==> config.mk <==
export PLATFORM = sky130hd
export DESIGN_NAME = cube_timer_ctrl
export DESIGN_NICKNAME = d
export VERILOG_FILES = /design/src/rtl/cube_timer_pkg.sv /design/src/rtl/cube_timer_ctrl_addcmp.sv /design/src/rtl/cube_timer_ctrl.sv
export SDC_FILE = /design/constraint.sdc
export NUM_CORES = 1
export LEC_CHECK = 0
export BUFFER_PORTS_ARGS = -buffer_cell sky130_fd_sc_hd__buf_4
export CAP_MARGIN = 25
export CORE_MARGIN = 10
export CORE_UTILIZATION = 35
export DETAILED_ROUTE_END_ITERATION = 10
export GPL_TIMING_DRIVEN = 0
export PLACE_DENSITY = 0.59
export SLEW_MARGIN = 10
export SYNTH_ARGS = -nofsm -noshare
export SYNTH_HDL_FRONTEND = slang
export SYNTH_SLANG_ARGS = --single-unit
==> constraint.sdc <==
create_clock -name clk_1Hz -period 2.3 [get_ports clk_1Hz]
set_input_delay 0.115 -clock clk_1Hz [delete_from_list [all_inputs] [get_ports clk_1Hz]]
set_output_delay 0.115 -clock clk_1Hz [all_outputs]
set_load 0.01 [all_outputs]
==> src/rtl/cube_timer_pkg.sv <==
// Shared types and constants for the cube solve-timer session controller.
// Inspection support is compiled in only when CUBE_CTRL_INSPECTION_EN is defined.
package cube_timer_pkg;

    typedef enum logic [2:0] {
        ST_IDLE     = 3'd0,
        ST_INSPECT  = 3'd1,
        ST_OVERTIME = 3'd2,
        ST_RUNNING  = 3'd3,
        ST_DONE     = 3'd4
    } state_t;

    // Times are BCD {m0, s1, s0}
    localparam int TIME_W  = 12;
    localparam int DIGIT_W = 4;
    localparam int S0_LSB  = 0;
    localparam int S1_LSB  = 4;
    localparam int M0_LSB  = 8;

    localparam logic [TIME_W-1:0] TIME_MAX = 12'h959;

    localparam int INSP_SEC_DEF  = 15;
    localparam int PLUS2_SEC_DEF = 2;

    function automatic logic [7:0] to_bcd8(input int value);
        logic [3:0] tens;
        logic [3:0] ones;
        tens = 4'(value / 10);
        ones = 4'(value % 10);
        return {tens, ones};
    endfunction

    function automatic logic [7:0] bcd_dec8(input logic [7:0] value);
        if (value == 8'h00) begin
            return 8'h00;
        end
        if (value[3:0] == 4'h0) begin
            return {value[7:4] - 4'd1, 4'h9};
        end
        return {value[7:4], value[3:0] - 4'd1};
    endfunction

endpackage

==> src/rtl/cube_timer_ctrl_addcmp.sv <==
// Combinational BCD time adder (saturating at 9:59) and less-than compare
// of the sum against a reference time.
module cube_bcd_addcmp
    import cube_timer_pkg::*;
(
    input  logic [TIME_W-1:0]  time_i,
    input  logic [DIGIT_W-1:0] add_i,
    input  logic [TIME_W-1:0]  ref_i,
    output logic [TIME_W-1:0]  sum_o,
    output logic               lt_o
);

    logic [DIGIT_W:0]   s0Sum;
    logic [DIGIT_W:0]   s1Sum;
    logic [DIGIT_W:0]   m0Sum;
    logic [DIGIT_W-1:0] s0Digit;
    logic [DIGIT_W-1:0] s1Digit;
    logic               s0Carry;
    logic               s1Carry;

    // Seconds-units wrap at 10, seconds-tens at 6; minutes overflow saturates.
    always_comb begin
        s0Sum   = {1'b0, time_i[S0_LSB +: DIGIT_W]} + {1'b0, add_i};
        s0Carry = (s0Sum > 5'd9);
        s0Digit = s0Carry ? 4'(s0Sum - 5'd10) : s0Sum[DIGIT_W-1:0];

        s1Sum   = {1'b0, time_i[S1_LSB +: DIGIT_W]} + {4'd0, s0Carry};
        s1Carry = (s1Sum > 5'd5);
        s1Digit = s1Carry ? 4'(s1Sum - 5'd6) : s1Sum[DIGIT_W-1:0];

        m0Sum   = {1'b0, time_i[M0_LSB +: DIGIT_W]} + {4'd0, s1Carry};

        if (m0Sum > 5'd9) begin
            sum_o = TIME_MAX;
        end else begin
            sum_o = {m0Sum[DIGIT_W-1:0], s1Digit, s0Digit};
        end

        // Valid BCD orders the same as plain binary, digit by digit.
        lt_o = (sum_o < ref_i);
    end

endmodule

==> src/rtl/cube_timer_ctrl.sv <==
// Session controller for the 1 Hz cube timer: idle, optional WCA inspection
// (CUBE_CTRL_INSPECTION_EN), timed solve and result hold with +2/DNF and best time.
module cube_timer_ctrl
    import cube_timer_pkg::*;
#(
    parameter int INSP_SEC  = INSP_SEC_DEF,
    parameter int PLUS2_SEC = PLUS2_SEC_DEF
) (
    input  logic              clk_1Hz,
    input  logic              I_reset,
    input  logic              I_start,
    input  logic              I_move,
    input  logic              I_solved,
    input  logic [TIME_W-1:0] I_time,
    output logic              O_timer_reset,
    output logic              O_timer_pause,
    output logic [2:0]        O_state,
    output logic [7:0]        O_insp,
    output logic              O_plus2,
    output logic              O_dnf,
    output logic [TIME_W-1:0] O_last_time,
    output logic [TIME_W-1:0] O_best_time,
    output logic              O_best_valid,
    output logic              O_new_best
);

    localparam logic [DIGIT_W-1:0] PLUS2_BCD = 4'(PLUS2_SEC);

    state_t            state_q;
    logic              startPrev_q;
    logic              timerReset_q;
    logic              timerPause_q;
    logic              plus2_q;
    logic              dnf_q;
    logic              capture_q;
    logic [TIME_W-1:0] lastTime_q;
    logic [TIME_W-1:0] bestTime_q;
    logic              bestValid_q;
    logic              newBest_q;

    logic              startRise_d;
    logic [TIME_W-1:0] adjTime_d;
    logic              adjLess_d;

`ifdef CUBE_CTRL_INSPECTION_EN
    localparam logic [7:0] INSP_BCD = to_bcd8(INSP_SEC);

    logic [7:0]         inspCnt_q;
    logic [DIGIT_W-1:0] otCnt_q;
`else
    logic unusedInputs;
    assign unusedInputs = I_move ^ (INSP_SEC != 0);
`endif

    assign startRise_d = I_start & ~startPrev_q;

    cube_bcd_addcmp u_addcmp (
        .time_i (I_time),
        .add_i  (plus2_q ? PLUS2_BCD : 4'd0),
        .ref_i  (bestTime_q),
        .sum_o  (adjTime_d),
        .lt_o   (adjLess_d)
    );

    // Timer reset/pause are registered alongside each state change so the
    // timer starts one tick after RUNNING entry and still counts on DONE entry.
    always_ff @(posedge clk_1Hz or posedge I_reset) begin
        if (I_reset) begin
            state_q      <= ST_IDLE;
            startPrev_q  <= 1'b0;
            timerReset_q <= 1'b1;
            timerPause_q <= 1'b1;
            plus2_q      <= 1'b0;
            dnf_q        <= 1'b0;
            capture_q    <= 1'b0;
            lastTime_q   <= '0;
            bestTime_q   <= TIME_MAX;
            bestValid_q  <= 1'b0;
            newBest_q    <= 1'b0;
`ifdef CUBE_CTRL_INSPECTION_EN
            inspCnt_q    <= 8'h00;
            otCnt_q      <= '0;
`endif
        end else begin
            startPrev_q <= I_start;
            newBest_q   <= 1'b0;
            capture_q   <= 1'b0;

            case (state_q)
                ST_IDLE: begin
                    if (startRise_d) begin
                        plus2_q <= 1'b0;
                        dnf_q   <= 1'b0;
`ifdef CUBE_CTRL_INSPECTION_EN
                        state_q   <= ST_INSPECT;
                        inspCnt_q <= INSP_BCD;
`else
                        state_q      <= ST_RUNNING;
                        timerReset_q <= 1'b0;
                        timerPause_q <= 1'b0;
`endif
                    end
                end

`ifdef CUBE_CTRL_INSPECTION_EN
                ST_INSPECT: begin
                    if (I_move) begin
                        state_q      <= ST_RUNNING;
                        timerReset_q <= 1'b0;
                        timerPause_q <= 1'b0;
                    end else begin
                        inspCnt_q <= bcd_dec8(inspCnt_q);
                        if (inspCnt_q <= 8'h01) begin
                            state_q <= ST_OVERTIME;
                            otCnt_q <= PLUS2_BCD;
                        end
                    end
                end

                ST_OVERTIME: begin
                    if (I_move) begin
                        state_q      <= ST_RUNNING;
                        plus2_q      <= 1'b1;
                        timerReset_q <= 1'b0;
                        timerPause_q <= 1'b0;
                    end else if (otCnt_q <= 4'd1) begin
                        state_q      <= ST_DONE;
                        dnf_q        <= 1'b1;
                        otCnt_q      <= '0;
                        timerReset_q <= 1'b0;
                        timerPause_q <= 1'b1;
                        capture_q    <= 1'b1;
                    end else begin
                        otCnt_q <= otCnt_q - 4'd1;
                    end
                end
`endif

                ST_RUNNING: begin
                    if (I_solved || (I_time == TIME_MAX) || startRise_d) begin
                        state_q      <= ST_DONE;
                        timerPause_q <= 1'b1;
                        capture_q    <= 1'b1;
                        dnf_q        <= ~I_solved && (I_time == TIME_MAX);
                    end
                end

                ST_DONE: begin
                    if (capture_q) begin
                        lastTime_q <= adjTime_d;
                        if (!dnf_q && (!bestValid_q || adjLess_d)) begin
                            bestTime_q  <= adjTime_d;
                            bestValid_q <= 1'b1;
                            newBest_q   <= 1'b1;
                        end
                    end
                    if (startRise_d) begin
                        state_q      <= ST_IDLE;
                        timerReset_q <= 1'b1;
                        timerPause_q <= 1'b1;
                    end
                end

                default: begin
                    state_q <= ST_IDLE;
                end
            endcase
        end
    end

    assign O_timer_reset = timerReset_q;
    assign O_timer_pause = timerPause_q;
    assign O_state       = state_q;
    assign O_plus2       = plus2_q;
    assign O_dnf         = dnf_q;
    assign O_last_time   = lastTime_q;
    assign O_best_time   = bestTime_q;
    assign O_best_valid  = bestValid_q;
    assign O_new_best    = newBest_q;
`ifdef CUBE_CTRL_INSPECTION_EN
    assign O_insp        = inspCnt_q;
`else
    assign O_insp        = 8'h00;
`endif

endmodule

==> run_results.csv <==
group,metric,value,unit
final_layout,final_cell_mix,"70 x buf_4, 25 x dfrtp_1, 19 x inv_1, 14 x nand2_1, 12 x ha_1",
synth,async_flop_share,1.00,
floorplanning,row_count,29,
setup_path,cp_max_fo,5,
global_route,grt_max_degree,19,
synth,yosys.area.top_type,"dfrtp_1",
clock_network,cts.sinks,33,
routing,wirelength,5960,um
timing,rsz0062_at_grt,"true",
final_layout,syn_to_final_growth,53.4,%
synth,yosys.cell_types.count,49,
timing,final.min_clock_period,4.05,ns
final_layout,instances_no_fill,386,
global_route,grt_usage,0.113,
timing,period_share,1.76,
hold_path,holdPathStages,2,
placement,pre_cts_ws,-2.36,ns
timing,fmax,247,MHz
global_route,grt_pass1_vias,1860,
setup_path,end_kind,"register",
final_layout,fin_nets,347,
hold_path,hold_class,"in -> reg",
setup_path,worstPathRequired,2.46,ns
synth,yosys_warnings,0,
timing,final.setup.worst_slack,-1.75,ns
final_layout,post-route-util,0.549,
timing,setup_viol,23,
placement,placed_cells,349,
timing,max_slew_margin,0.518,
global_route,grt_pass1_wl,9230,um
routing,drtIter0Drc,84,
routing,vias,1867,
floorplanning,die_w,100,um
final_layout,fillers,561,
routing,ant_nets,0,
placement,place_hpwl,4300,um
final_layout,multi_input_area,0.00153,mm2
global_route,gr-total-overflow,0,
clock_network,cts_max_path_buffers,2,
floorplanning,io_pins,58,
synth,synthTopCellsByArea,"dfrtp_1 28%, ha_1 12%, dfstp_2 9.4%",
floorplanning,dieArea,0.0100,mm2
synth,ys_seq_area_frac,0.372,
timing,skew,0.00507,ns
setup_path,start_kind,"input port",
final_layout,antennaDiodeCount,0,
power_and_ir_drop,ir_drop,0.000412,V
routing,via_per_inst,4.84,
routing,wl_per_cell,15.4,um
synth,ys_seq_elements,33,
clock_network,numCtsBuffers,5,
final_layout,layout-drive-gt1-share,0.518,
synth,synth_edf_count,0,
floorplanning,initial_core_util,0.358,
clock_network,clk_latency,0.28,ns
run_status,violations,"negative setup slack",
placement,place_area,0.00284,mm2
synth,netlist_instances,217,
synth,synth_ff_type,"dfrtp_1",
clock_network,cts-root-buf,"clkbuf_8",
timing,holdWs,0.0928,ns
final_layout,layout_commonest_cell,"buf_4",
final_layout,regArea,836,um2
synth,synth_area_per_cell,10.3,um2
power_and_ir_drop,power.total,3.41,mW
run_status,outcome,"finished with violations",
setup_path,criticalPathCategory,"in -> reg",
routing,first_pass_iters,4,
setup_path,r2r_cells,9,
timing,setup-tns-final,-24.58,ns
synth,synth_top_area_frac,0.279,
placement,place_congestion,0.812,
clock_network,path_clk_slew,0.06,ns
floorplanning,fp.dieH,100,um
final_layout,fin_area,0.00344,mm2
clock_network,cts_tree,"built",
job,maxCapViolations,0,
synth,synthesis.area,0.00224,mm2
power_and_ir_drop,power_density,992,mW/mm2
clock_network,htreeDepth,2,
timing,final_max_slew_viol_count,0,
routing,drc,0,
placement,io_buffer_count,46,
setup_path,arrival,4.21,ns
timing,worstMarginPinSlew,0.723,ns
power_and_ir_drop,leakagePower,1.62,nW
timing,final-hold-violation-count,0,
floorplanning,core,0.00628,mm2
global_route,antenna_found_initial,0,
## flip-flops by register name, indices dropped and copies added, names as in the netlist
name	count
O_best_time	12
O_last_time	12
O_state	2
O_best_valid	1
O_dnf	1
O_new_best	1
O_timer_pause	1
O_timer_reset	1
capture_q	1
startPrev_q	1
## per-layer routing
| metal | vias up | part of all wire | GRT usage |
|---|---|---|---|
| li1 | 923 | - | - |
| met1 | 895 | 0.47 | 0.149 |
| met2 | 43 | 0.46 | 0.171 |
| met3 | 6 | 0.054 | 0.0295 |
| met4 | 0 | 0.016 | 0.0446 |
| met5 | - | 0 | 0 |
## final timing paths
check	start	endpoint	slack, ns
min in group asynchronous	I_reset	O_last_time[11]$_DFFE_PP0P_	0.51
max in group asynchronous	I_reset	O_best_time[6]$_DFFE_PP1P_	1.17
hold reg to reg	O_last_time[8]$_DFFE_PP0P_	O_last_time[8]$_DFFE_PP0P_	0.49
setup reg to reg	O_best_time[3]$_DFFE_PP1P_	O_best_time[5]$_DFFE_PP0P_	-0.27
hold / removal	I_solved	capture_q$_DFF_PP0_	0.09
setup / recovery	I_time[2]	O_best_time[5]$_DFFE_PP0P_	-1.75
## critical path, stage by stage
cell	delay (ns)
buf_8	0.10
o21ai_4	0.15
inv_2	0.07
ha_4	0.17
ha_4	0.18
xor2_4	0.19
ha_4	0.17
a21boi_4	0.16
inv_2	0.06
ha_4	0.16
ha_4	0.27
o21ai_2	0.05
mux2_4	0.32
nor2_4	0.25
nor2_4	0.06
ha_4	0.16
a211o_1	0.31
nor3b_2	0.23
o21ai_2	0.10
a2111oi_4	0.34
buf_6	0.16
buf_12	0.12
mux2_4	0.29
## timing repair
item	4_1_cts	5_1_grt
pin swaps	24	19
setup buffers	19	8
gates cloned	0	0
endpoints found under the setup margin	23	24
hold buffers	2	0
hold endpoints to repair	12	0
gates resized for setup	22	28
## layout make-up
cell class,instances,share of cell area
multi-input combinational,156,0.445
sequential,33,0.243
timing repair buffer,76,0.195
buffer,14,0.0305
tap,77,0.0280
clock buffer,7,0.0251
inverter,22,0.0240
clock inverter,1,0.00872
## cell usage after synthesis, types with 3 or more instances
cell type and count:
mux2i_1 4, inv_1 22, a21oi_1 5, and2_1 3, nand2b_1 3, nand2_1 15
dfrtp_1 25, buf_4 10, dfstp_2 8, nor2b_1 3, nor2_1 11, mux2_2 11
nand3_1 6, o21ai_0 11, o21bai_1 4, o31ai_1 3, mux2_4 8, a31oi_1 3
ha_1 22
## where the power goes
part           internal, mW  switching [mW]
sequential            0.885           0.186
combinational         0.960           0.822
clock                 0.353           0.207
total                  2.20            1.22
## kinds of logic (layout without fill, tap and decap cells)
| kind of cell | Yosys count | count (layout) | synth area share |
|---|---|---|---|
| XOR/XNOR | 4 | 4 | 0.0156 |
| multiplexers | 23 | 23 | 0.127 |
| buffers and inverters | 36 | 120 | 0.0836 |
| other | 1 | 9 | 0.00167 |
| AO/OA/AOI/OAI | 44 | 44 | 0.150 |
| flip-flops | 33 | 33 | 0.372 |
| AND/OR/NAND/NOR | 54 | 54 | 0.128 |
| adder cells (fa/ha/maj) | 22 | 22 | 0.123 |
Note: power is estimated with default switching activity, not from simulation.
